==> src/rtl/seg_scan_ctrl.sv <==
// Time-multiplexed 4-digit 7-segment scan controller with frame-synchronous double buffering.
// Optional leading-zero blanking is enabled by defining SEG_SCAN_LZB_EN.
module seg_scan_ctrl #(
    parameter int unsigned TICK_DIV = 50000
) (
    input  logic        clk,
    input  logic        rst_n,
    input  logic [15:0] value,
    input  logic        load,
    output logic        pend,
    output logic        frame,
    output logic [3:0]  dec_in,
    output logic [3:0]  digit_sel
);

    localparam int unsigned CNT_W = $clog2(TICK_DIV);
    localparam logic [CNT_W-1:0] CNT_MAX = CNT_W'(TICK_DIV - 1);

    logic [CNT_W-1:0] cnt_q, cnt_d;
    logic [1:0]       dig_q, dig_d;
    logic [15:0]      shadow_q, shadow_d;
    logic [15:0]      pbuf_q, pbuf_d;
    logic             pend_q, pend_d;
    logic             last_c;
    logic             bnd_c;
    logic             blank_c;

    assign last_c = (cnt_q == CNT_MAX);
    assign bnd_c  = last_c && (dig_q == 2'd3);

    // Prescaler, digit advance and frame-boundary buffer transfer
    always_comb begin
        cnt_d    = cnt_q + CNT_W'(1);
        dig_d    = dig_q;
        shadow_d = shadow_q;
        pbuf_d   = pbuf_q;
        pend_d   = pend_q;
        if (last_c) begin
            cnt_d = '0;
            dig_d = dig_q + 2'd1;
        end
        if (bnd_c) begin
            // A load landing on the boundary bypasses the pending buffer
            if (load) begin
                shadow_d = value;
            end else if (pend_q) begin
                shadow_d = pbuf_q;
            end
            pend_d = 1'b0;
        end else if (load) begin
            pbuf_d = value;
            pend_d = 1'b1;
        end
    end

    always_ff @(posedge clk or negedge rst_n) begin
        if (!rst_n) begin
            cnt_q    <= '0;
            dig_q    <= 2'd0;
            shadow_q <= 16'h0000;
            pbuf_q   <= 16'h0000;
            pend_q   <= 1'b0;
        end else begin
            cnt_q    <= cnt_d;
            dig_q    <= dig_d;
            shadow_q <= shadow_d;
            pbuf_q   <= pbuf_d;
            pend_q   <= pend_d;
        end
    end

`ifdef SEG_SCAN_LZB_EN
    // Blank digit i>0 when it and every more-significant nibble are zero
    always_comb begin
        blank_c = 1'b0;
        case (dig_q)
            2'd1:    blank_c = (shadow_q[15:4] == 12'h000);
            2'd2:    blank_c = (shadow_q[15:8] == 8'h00);
            2'd3:    blank_c = (shadow_q[15:12] == 4'h0);
            default: blank_c = 1'b0;
        endcase
    end
`else
    assign blank_c = 1'b0;
`endif

    assign pend      = pend_q;
    assign frame     = bnd_c;
    assign dec_in    = shadow_q[{dig_q, 2'b00} +: 4];
    assign digit_sel = blank_c ? 4'b1111 : ~(4'b0001 << dig_q);

endmodule
==> config.mk <==
export PLATFORM = sky130hd
export DESIGN_NAME = seg_scan_ctrl
export DESIGN_NICKNAME = d
export VERILOG_FILES = /design/src/rtl/seg_scan_ctrl.sv
export SDC_FILE = /design/constraint.sdc
export NUM_CORES = 1
export LEC_CHECK = 0
export ABC_AREA = 1
export BUFFER_PORTS_ARGS = -buffer_cell sky130_fd_sc_hd__clkbuf_2
export CAP_MARGIN = 10
export CORE_UTILIZATION = 55
export DETAILED_ROUTE_END_ITERATION = 16
export HOLD_SLACK_MARGIN = 0.12
export PLACE_DENSITY_LB_ADDON = 0.1
export SYNTH_ARGS = -nofsm -noshare
export SYNTH_HDL_FRONTEND = slang
export SYNTH_SLANG_ARGS = --single-unit
==> constraint.sdc <==
create_clock -name clk -period 4.2 [get_ports clk]
set_input_delay 0.84 -clock clk [delete_from_list [all_inputs] [get_ports clk]]
set_output_delay 0.84 -clock clk [all_outputs]
set_load 0.005 [all_outputs]
Yosys cells after proc, flatten, opt, wreduce, memory -nomap -nowiden. Cells that the tools add are included. W data, S select, Z words.

Register bits: 51. Input bits: 19. Output and inout bits: 10. Word-level logic and storage cells: 23.

$add $sub $neg: 2. Eq/ne operators: 2. Shift operators: 2. Multiplexer cells: 5. Bitwise logic cells: 2. Reductions and logical operators: 5.

Operators by type and width (count): $mux W16 (3); $add A16 B1 Y16 const B (1); $eq A16 B16 Y1 const B (1); $shiftx A16 B5 Y4 (1); $not A4 Y4 (1); $reduce_and A2 Y1 (2); $reduce_bool A2 Y1 (2); $shl A1 B2 Y4 const A (1); $add A2 B1 Y2 const B (1); $eq A2 B2 Y1 const B (1); $mux W1 (2); $logic_and A1 B1 Y1 (1); $not A1 Y1 (1).

Depth between registers and ports, before layout. Gate-level depths: netlist of run 1.

Word-level depth: 4. Depth in mapped cells: 9. Mapped depth without buffers: 8.

Worst setup path before layout of run 1. Ideal clock, no wire load.

Path kind: flip-flop to output port. From: register cnt_q[0]. To: output port frame. Arrival time: 1237 ps. Required time: 3360 ps. Setup slack: 2123 ps. Cell stages (with the launch flop): 7. Buffers on the path: 1. Path through: dfrtp_1 > ha_1 > nand3_2 > nor2_4 > nand3_4 > buf_2 > inv_2.

Cells in the longest elaborated chain, start to end: 2.

Ends and longest elaborated chain: start: declaration (RTL line 19) `logic [CNT_W-1:0] cnt_q, cnt_d;`; start signal: assignment (RTL line 64) `cnt_q <= cnt_d;`; $eq A16 B16 Y1 (RTL line 28) `assign last_c = (cnt_q == CNT_MAX);`; $logic_and A1 B1 Y1 (RTL line 29) `assign bnd_c = last_c && (dig_q == 2'd3);`; end: declaration (RTL line 11) `output logic frame,`.

No other way between the ends.

Worst setup path in the final report of run 1.
From: register dig_q[0]. To: output port frame.

Cells in the longest elaborated chain, start to end: 2.

Ends and longest elaborated chain: start: declaration (RTL line 20) `logic [1:0] dig_q, dig_d;`; start signal: assignment (RTL line 65) `dig_q <= dig_d;`; $eq A2 B2 Y1 (RTL line 29); $logic_and A1 B1 Y1 (RTL line 29).

No other way between the ends.

==> impl_results.md, run 1 <==
* Largest net degree at the start of global routing at approximately 50
* CP Capture Point: frame
* CTS tree: done
* Synthesized area at about 0.0028 sq mm
* Switching pwr at just over 0.2 mW
* Share of post-route cells with drive strength above 1 at between 10% and 20%
* DIE WIDTH at about 73 um
* Flop pwr share at 59.7%
* Pre-CTS setup slack at approximately 1.6 ns
* Post-CTS Setup Bufs at 0
* Final worst path period need at around 2.9 ns
* Final setup TNS at 0 ns
* Total grt overflow at 0
* Wirelength per Cell at between 10 and 15 um
* Leading cell types in the layout, fill and taps excluded: nand2_1 (100), dfrtp_1 (51), inv_1 (40), nor2_1 (31), clkbuf_2 (28)
* Synth-to-Final Area Change at 8.97%
* Slowest cell on crit path: ha_1
* P_int at approximately 0.66 mW
* R2R Path End: pbuf_q[4]
* CTS max path bufs at 2
* Max incr delay on CP at 0.71 ns
* Post-CTS Resized at 0
* GPL Wtd Cong at ~0.85
* Core Region at 0.00479 sq mm
* First-pass GRT wire length at about 10 mm
* Slew at the pin with the worst max-slew slack at about 0.76 ns
* Post-Syn Nets at about 390
* Met2 wire length at about 2.4 mm
* Max VDD drop at between 0.0002 and 0.00025 V
* Worst setup SP type: register
* DR top layer: met4
* Start point of the critical path: dig_q[0]
* Hold WC Path Type: register to register
* Switching part of the total at about a quarter
* Reg2reg setup slack at around 2.1 ns
* Clock transition at path regs at about 0.09 ns
* Clock power frac at between 30% and 40%
* Reg-to-Reg Start: dig_q[0]
* Worst Path Arrival at 2.08 ns
* Die Y at approximately 73 um
* Fin Hold WS at approximately 0.47 ns
* Status: finished, final reports clean
* Clk Tree Root Cell: clkbuf_8
* Total power at 0.858 mW
* Initial Util at approximately three fifths
* WS Path Type: register to primary output
* CTS buffer count at 5
* CP endpoint kind: primary output
* Max_slew headroom at roughly half
* Clk_lat worst skew at roughly 0.30 ns
* Vias in the first global route at approximately 2,100
* Count of cell types in the netlist at 29
* Syn Inst Count at between 300 and 400
* Diodes inserted at 0
* DRT Pass-1 Iters at 4
* Final setup violation count at 0
* Critical-path cell list: ha_1 > nand3_4 > inv_2 > clkbuf_2
* DP HPWL at ~4.1 mm
* Pwr Density at approximately 280 mW/mm^2
* Fillers at 440
* Final Skew at approximately 0.008 ns
* Clock sinks at just over 50
* Commonest non-fill, non-tap cell in the layout: nand2_1
* Post-CTS Hold Fix Bufs at 0
* Vias at 2,337
* Max cap viols at 0
* Port-buffer cells at 28
* GRT Total Usage at roughly a quarter
* I/O pin count at 29
* Final Hold Fails at 0
* Die ar. at 0.00536 sq mm
* Routed wire length at 5.70 mm
* Leakage at ~1.7 nW
* Post-layout nets at around 410
* Antenna viol nets, final at 0
* Fmax at about 0.34 GHz
* #FFs+latches synth at 51
* Warnings from Yosys at 0
* Hold Path Cell Cnt at 1
* Avg Cell Area, Syn at approximately 7.7 sq um
* Wl on met1 at ~3.0 mm
* Post-synthesis sequential area ratio at roughly 46%
* Post-layout util at between 60 and 70%
* Met3 wire length at around 240 um
* Crit share post-route at between 60% and 70%
* Initial antenna violation count at 0
* Req. time, crit path at about 3.4 ns
* CP max FO at 19
* Worst setup margin at between 1 and 1.5 ns
* DRT iter0 DRCs at around 250
* Final Slew Violations at 0
* Post-route DRC at 0
* Combinational fraction of design power at 7.2%
* RSZ-0062 raised after global routing: false
* Worst Reg-to-Reg Cells at 5
* Rows at 25
* Via density per instance at a little over 5
* H-tree lvl count at 2
[cell families after synthesis]
logic type	count (synthesis)	share of synthesized area, %
DFF	51	45.8
AOI/OAI and AO/OA	37	6.82
xor gates and xnor gates	6	1.88
buffers and inverters	62	9.33
and+or+nand+nor	201	34.0
adders and majority gates	5	2.24
[power groups by stage]
stage	combinational [mW]	clock, mW	sequential (mW)
after global routing	0.0725	0.310	0.514
after floorplan	0.0362	0	0.521
after detailed placement	0.0630	0	0.522
after CTS	0.0632	0.290	0.513
after global placement	0.0618	0	0.522
final	0.0616	0.284	0.512
[through the flow]
step                cells  cell area, sq um
floorplan             362              2790
global placement      445              2950
detailed placement    445              2950
CTS                   452              3040
global route          452              3040
finish                452              3040
[sequential cells by signal, summed over array words and instances, names as in the netlist]
signal    count
dig_q         2
pbuf_q       16
shadow_q     16
cnt_q        16
pend          1
[worst min-delay path by stage]
| stage | from | end | slack, ns |
|---|---|---|---|
| 3_5_place_dp | pbuf_q[2] | pbuf_q[2] | 0.46 |
| 3_3_place_gp | pbuf_q[15] | pbuf_q[15] | 0.45 |
| 6_report | cnt_q[0] | cnt_q[0] | 0.47 |
| 2_1_floorplan | cnt_q[0] | cnt_q[0] | 0.43 |
| 5_1_grt | cnt_q[0] | cnt_q[0] | 0.50 |
| 4_1_cts | cnt_q[0] | cnt_q[0] | 0.47 |
[cell usage after synthesis]
cell      instances  area [sq um]
nand2_1         100           375
dfrtp_1          51          1280
inv_1            40           150
nor2_1           31           116
o21ai_0          25           125
nand3_1          24           120
nand4_1          19           119
nand2_2          12          75.1
buf_2             9          45.0
nor3_1            6          30.0
xor2_1            6          52.6
ha_1              5          62.6
inv_2             5          18.8
a21oi_1           4          20.0
clkbuf_1          4          15.0
o21ai_1           4          20.0
o22ai_1           4          25.0
clkinv_1          2          7.51
buf_1             1          3.75
buf_12            1          20.0
nand2_4           1          11.3
nand3_2           1          10.0
nand3_4           1          17.5
nand3b_1          1          7.51
nand4_4           1          21.3
nor2_2            1          6.26
nor2_4            1          11.3
nor2_8            1          20.0
or2_1             1          6.26
[layer usage]
| metal | GRT usage [%] | vias up |
|---|---|---|
| met2 | 36.0 | 49 |
| li1 | - | 1199 |
| met3 | 4.56 | 5 |
| met4 | 6.10 | 0 |
| met5 | 0 | - |
| met1 | 36.7 | 1084 |
[area by class of cell]
cell class              instances  area, sq um  share of cell area, %
flip-flops and latches         51         1280                   42.0
multi-input cells             249         1250                   41.2
inverters                      47          176                   5.80
repair buffers                 31          163                   5.35
well taps                      67         83.8                   2.76
clock buffers                   6         82.6                   2.72
clock inverters                 1         5.00                  0.165
[worst max-delay path, delay by kind of cell (launching register included)]
kind                       cells  cell delay, ns
adders and majority gates      1            0.71
buffers and inverters          2            0.21
DFF                            1            0.52
and+or+nand+nor                1            0.33
Note: power is estimated with default switching activity, not from simulation.
==> inputs of run 2 (changes only) <==
CORE_UTILIZATION = 53   (was 55)
clock period = 2.34 ns   (was 4.2 ns; I/O delays follow)
==> run 2 against run 1 <==
Critical path depth grew 2. Core utilization shrank 2.6 points. Highest routed layer unchanged. Non-clock buffer count grew 2. Die area grew 3.7%. Largest power group unchanged. Count of clock-buffer cells in the layout is the same. Global-route usage shrank 0.98 points. Critical endpoint unchanged. First-iteration DRC count shrank 21%.
==> impl_results.md, run 2 (same netlist as run 1, synthesis figures left out) <==
* Fmax at roughly 0.46 GHz
* Max VDD drop at between 0.0003 and 0.0004 V
* Crit share post-route at around 94%
* Switching part of the total at between 20 and 25%
* Clock transition at path regs at ~0.090 ns
* Final Hold Fails at 0
* CTS tree: done
* Total power at 1.63 mW
* DRT Pass-1 Iters at 5
* Slowest cell on crit path: dfrtp_1
* Total grt overflow at 0
* P_int at 1.26 mW
* CTS buffer count at 5
* DP HPWL at between 4 and 5 mm
* Max cap viols at 0
* Post-CTS Hold Fix Bufs at 0
* Design Area, Final at 0.00309 sq mm
* Routed wire length at a little under 6 mm
* H-tree lvl count at 2
* Max incr delay on CP at 0.40 ns
* Post-layout nets at 411
* I/O pin count at 29
* Initial Util at a little over half
* Status: finished, final reports clean
* DRT iter0 DRCs at 201
* CTS max path bufs at 2
* Final Skew at roughly 0.0083 ns
* RSZ-0062 raised after global routing: false
* Largest net degree at the start of global routing at 35
* Clk_lat worst skew at about 0.30 ns
* Hold WC Path Type: input pin to async pin
* Leading cell types in the layout, fill and taps excluded: nand2_1 (100), dfrtp_1 (51), inv_1 (40), nor2_1 (31), clkbuf_2 (28)
* Final Slew Violations at 0
* First-pass GRT wire length at 9.69 mm
* Final setup violation count at 0
* WS Path Type: register to primary output
* Post-CTS Setup Bufs at 0
* Post-route DRC at 0
* Pwr Density at between 500 and 600 mW/mm^2
* Fin Hold WS at 0.148 ns
* Antenna viol nets, final at 0
* Slew at the pin with the worst max-slew slack at just under 0.6 ns
* Worst setup margin at 0.149 ns
* DIE WIDTH at ~75 um
* Vias in the first global route at between 1,500 and 2,000
* Clk Tree Root Cell: clkbuf_8
* Rows at 26
* Worst setup SP type: register
* Largest registers: cnt_q: 16 flops, pbuf_q: 16 flops, shadow_q: 16 flops
* Dpl cell area at roughly 0.0030 sq mm
* GRT Total Usage at 23.4%
* Initial antenna violation count at 0
* Combinational fraction of design power at ~7.0%
* Pre-CTS setup slack at 0.493 ns
* Clock power frac at between 30% and 40%
* CP endpoint kind: primary output
* Critical-path cell list: ha_1 > nand3_2 > nor2_4 > nand3_4 > inv_2 > clkbuf_2
* Switching pwr at 0.366 mW
* Post-CTS Resized at 0
* Diodes inserted at 0
* Share of post-route cells with drive strength above 1 at between 10% and 20%
* Wirelength per Cell at between 10 and 15 um
* GPL Wtd Cong at 0.920
* Core Region at around 0.0051 sq mm
* Die ar. at between 0.005 and 0.006 sq mm
* Req. time, crit path at about 1.9 ns
* Vias at about 2,300
* CP max FO at 19
* Worst Path Arrival at 1.72 ns
* Via density per instance at 5.06
* Leakage at 1.69 nW
* Clock sinks at between 50 and 60
* Port-buffer cells at 28
* Max_slew headroom at 61.5%
* Flop pwr share at 56.6%
* Commonest non-fill, non-tap cell in the layout: nand2_1
* Final setup TNS at 0 ns
* Die Y at around 75 um
* Reg2reg setup slack at roughly 0.57 ns
* Synth-to-Final Area Change at 10.8%
* Final worst path period need at 2.19 ns
==> run 2: cell types whose count changed in the layout (fill, tap and decap cells not counted) <==
cell	before	now
clkbuf_1	0	1
buf_12	0	1
clkinv_1	2	1
clkinv_2	1	0
clkbuf_8	6	5
buf_4	3	4
clkinvlp_4	0	1
bufinv_16	0	1
==> run 2: routing by layer <==
metal  GRT usage (%)  routed length [um]
met4            5.03                  41
met5               0                   0
met1            38.0                3130
met3            4.34                 235
met2            31.7                2530
==> run 2: power groups by stage <==
stage / combinational [mW] / sequential [mW] / clock, mW
detailed placement: 0.115 / 0.937 / 0
global route: 0.134 / 0.923 / 0.647
finish: 0.114 / 0.920 / 0.592
global placement: 0.113 / 0.936 / 0
CTS: 0.116 / 0.920 / 0.611
floorplan: 0.0650 / 0.935 / 0
==> run 2: worst paths after layout <==
path,start,endpoint,cells after the start
min reg2reg,pbuf_q[1],pbuf_q[1],2
max in group asynchronous,rst_n,cnt_q[11],2
min,rst_n,cnt_q[0],1
max reg2reg,cnt_q[0],shadow_q[12],8
min in group clk,value[6],pbuf_q[6],3
max,cnt_q[0],frame,6
==> run 2: worst max-delay path, delay by kind of cell, from the launching register on <==
family / cells / cell delay (ns)
adder cells (fa/ha/maj): 1 / 0.23
AND/OR/NAND/NOR: 3 / 0.59
buffers and inverters: 2 / 0.20
flip-flops: 1 / 0.40
==> run 2: cell type report <==
class                   instances  area [sq um]
multi-input cells             249          1250
repair buffers                 33           190
inverters                      47           180
fillers                       497          1990
well taps                      70          87.6
flip-flops and latches         51          1280
clock buffers                   6          72.6
clock inverters                 1          30.0
==> run 2: metrics by stage <==
stage,std cells,util (%)
2_1_floorplan,362,-
3_3_place_gp,450,58.8
3_5_place_dp,450,58.8
4_1_cts,457,60.8
5_1_grt,457,60.9
6_report,457,60.9
==> inputs of run 3 (changes only) <==
MAX_ROUTING_LAYER = met4   (was unset)
==> run 3 against run 2 <==
Critical path depth unchanged. Non-clock buffer count unchanged. Sequential share of layout area increased by 0.084 points. Via count decreased by 0.86%. Final cell count increased by 0.22%. Clock power decreased by 6.4%. Global-route usage increased by 0.32 points. Die area unchanged. Routed wire length decreased by 3.3%. Worst setup slack improved by 0.027 ns. Worst hold slack got worse by 0.012 ns. Largest cell class unchanged.
==> impl_results.md, run 3 (same netlist as run 1, synthesis figures left out) <==
* Worst Reg-to-Reg Cells at 8
* Pwr Density at ~510 mW/mm^2
* Placed insts at 450
* CTS max path bufs at 2
* Clock transition at path regs at about 0.09 ns
* Vias in the first global route at 1,926
* Worst setup margin at between 0.15 and 0.2 ns
* Wirelength per Cell at between 10 and 15 um
* Combinational fraction of design power at ~7.1%
* Final Non-Filler Cells at between 400 and 500
* Final Slew Violations at 0
* Clock sinks at 51
* Fin Hold WS at about 0.14 ns
* Status: finished, final reports clean
* Synth-to-Final Area Change at 10.5%
* Clk_lat worst skew at approximately 0.30 ns
* Switching pwr at ~0.37 mW
* Initial Util at 55.0%
* Final Skew at approximately 0.0044 ns
* Port-buffer cells at 28
* Core Region at between 0.005 and 0.006 sq mm
* CTS buffer count at 5
* Rows at 26
* GPL Wtd Cong at 0.921
* Final setup violation count at 0
* Clk Tree Root Cell: clkbuf_8
* Flop pwr share at between 50% and 60%
* RSZ-0062 raised after global routing: false
* DIE WIDTH at between 70 and 80 um
* Final setup TNS at 0 ns
* CTS tree: done
* Die ar. at about 0.0056 sq mm
* Share of post-route cells with drive strength above 1 at 16.5%
* Crit share post-route at 92.5%
* WS Path Type: register to primary output
* Max cap viols at 0
* Post-CTS Setup Bufs at 0
* Post-route DRC at 0
* First-pass GRT wire length at about 9.6 mm
* Final Hold Fails at 0
* Largest registers: cnt_q: 16 flops, pbuf_q: 16 flops, shadow_q: 16 flops
* Post-CTS Resized at 0
* CP endpoint kind: primary output
* Fmax at 0.462 GHz
* Design Area, Final at 0.00308 sq mm
* Worst Path Arrival at ~1.7 ns
* Max VDD drop at roughly 0.00029 V
* H-tree lvl count at 2
* DRT iter0 DRCs at 182
* Vias at roughly 2,300
* Hold WC Path Type: input pin to async pin
* Total power at between 1.5 and 2 mW
* Routed wire length at about 5.7 mm
* DRT Pass-1 Iters at 6
* Dpl cell area at between 0.002 and 0.003 sq mm
* Total grt overflow at 0
* Slew at the pin with the worst max-slew slack at 0.563 ns
* DP HPWL at approximately 4.2 mm
* Largest net degree at the start of global routing at 35
* Commonest non-fill, non-tap cell in the layout: nand2_1
* Antenna viol nets, final at 0
* CP max FO at 19
* Worst setup SP type: register
* Post-layout util at 60.7%
* Via density per instance at approximately 5.0
* Clock power frac at 34.9%
* Pre-CTS setup slack at ~0.50 ns
* Post-CTS Hold Fix Bufs at 0
* Req. time, crit path at about 1.9 ns
* Diodes inserted at 0
* Max_slew headroom at between 60% and 70%
* P_int at around 1.2 mW
* GRT Total Usage at between 20% and 30%
* Die Y at about 75 um
* Leading cell types in the layout, fill and taps excluded: nand2_1 (100), dfrtp_1 (51), inv_1 (40), nor2_1 (31), clkbuf_2 (28)
* Final worst path period need at between 2 and 2.5 ns
* Leakage at ~1.7 nW
* Post-layout nets at between 400 and 500
* Initial antenna violation count at 0
* Switching part of the total at 23.3%
* I/O pin count at 29
run 3: area by class of cell:
cell class	instances	area [sq um]
Timing Repair Buffer	33	190
Tap cell	70	87.6
Clock buffer	8	100
Fill cell	496	1990
Sequential cell	51	1280
Inverter	47	176
Multi-Input combinational cell	249	1250
run 3: power by group through the flow:
stage | combinational [mW] | clock (mW) | sequential (mW)
floorplan | 0.0650 | 0 | 0.935
global placement | 0.113 | 0 | 0.936
detailed placement | 0.115 | 0 | 0.938
CTS | 0.115 | 0.571 | 0.920
global route | 0.132 | 0.599 | 0.923
finish | 0.113 | 0.554 | 0.920
run 3: routing by layer:
layer	vias up	wire length [um]	GRT usage (%)
met5	-	0	-
met4	0	77	6.08
met3	9	321	4.34
met2	68	2260	30.0
met1	1019	3090	37.8
li1	1197	-	-
run 3: path summary, 6_finish.rpt:
kind / start / end / slack [ns]
setup reg to reg: cnt_q[0] / shadow_q[15] / 0.62
hold / removal: rst_n / cnt_q[8] / 0.14
setup / recovery: cnt_q[0] / frame / 0.18
hold reg to reg: cnt_q[0] / cnt_q[0] / 0.47
min in group clk: value[6] / pbuf_q[6] / 0.40
max in group asynchronous: rst_n / pbuf_q[7] / 1.64
run 3: worst max-delay path: stages, from the launching register on:
cell and delay, ns:
dfrtp_1 0.38, ha_1 0.22, nand3_2 0.15, nor2_4 0.20
nand3_4 0.25, inv_2 0.09, clkbuf_2 0.10
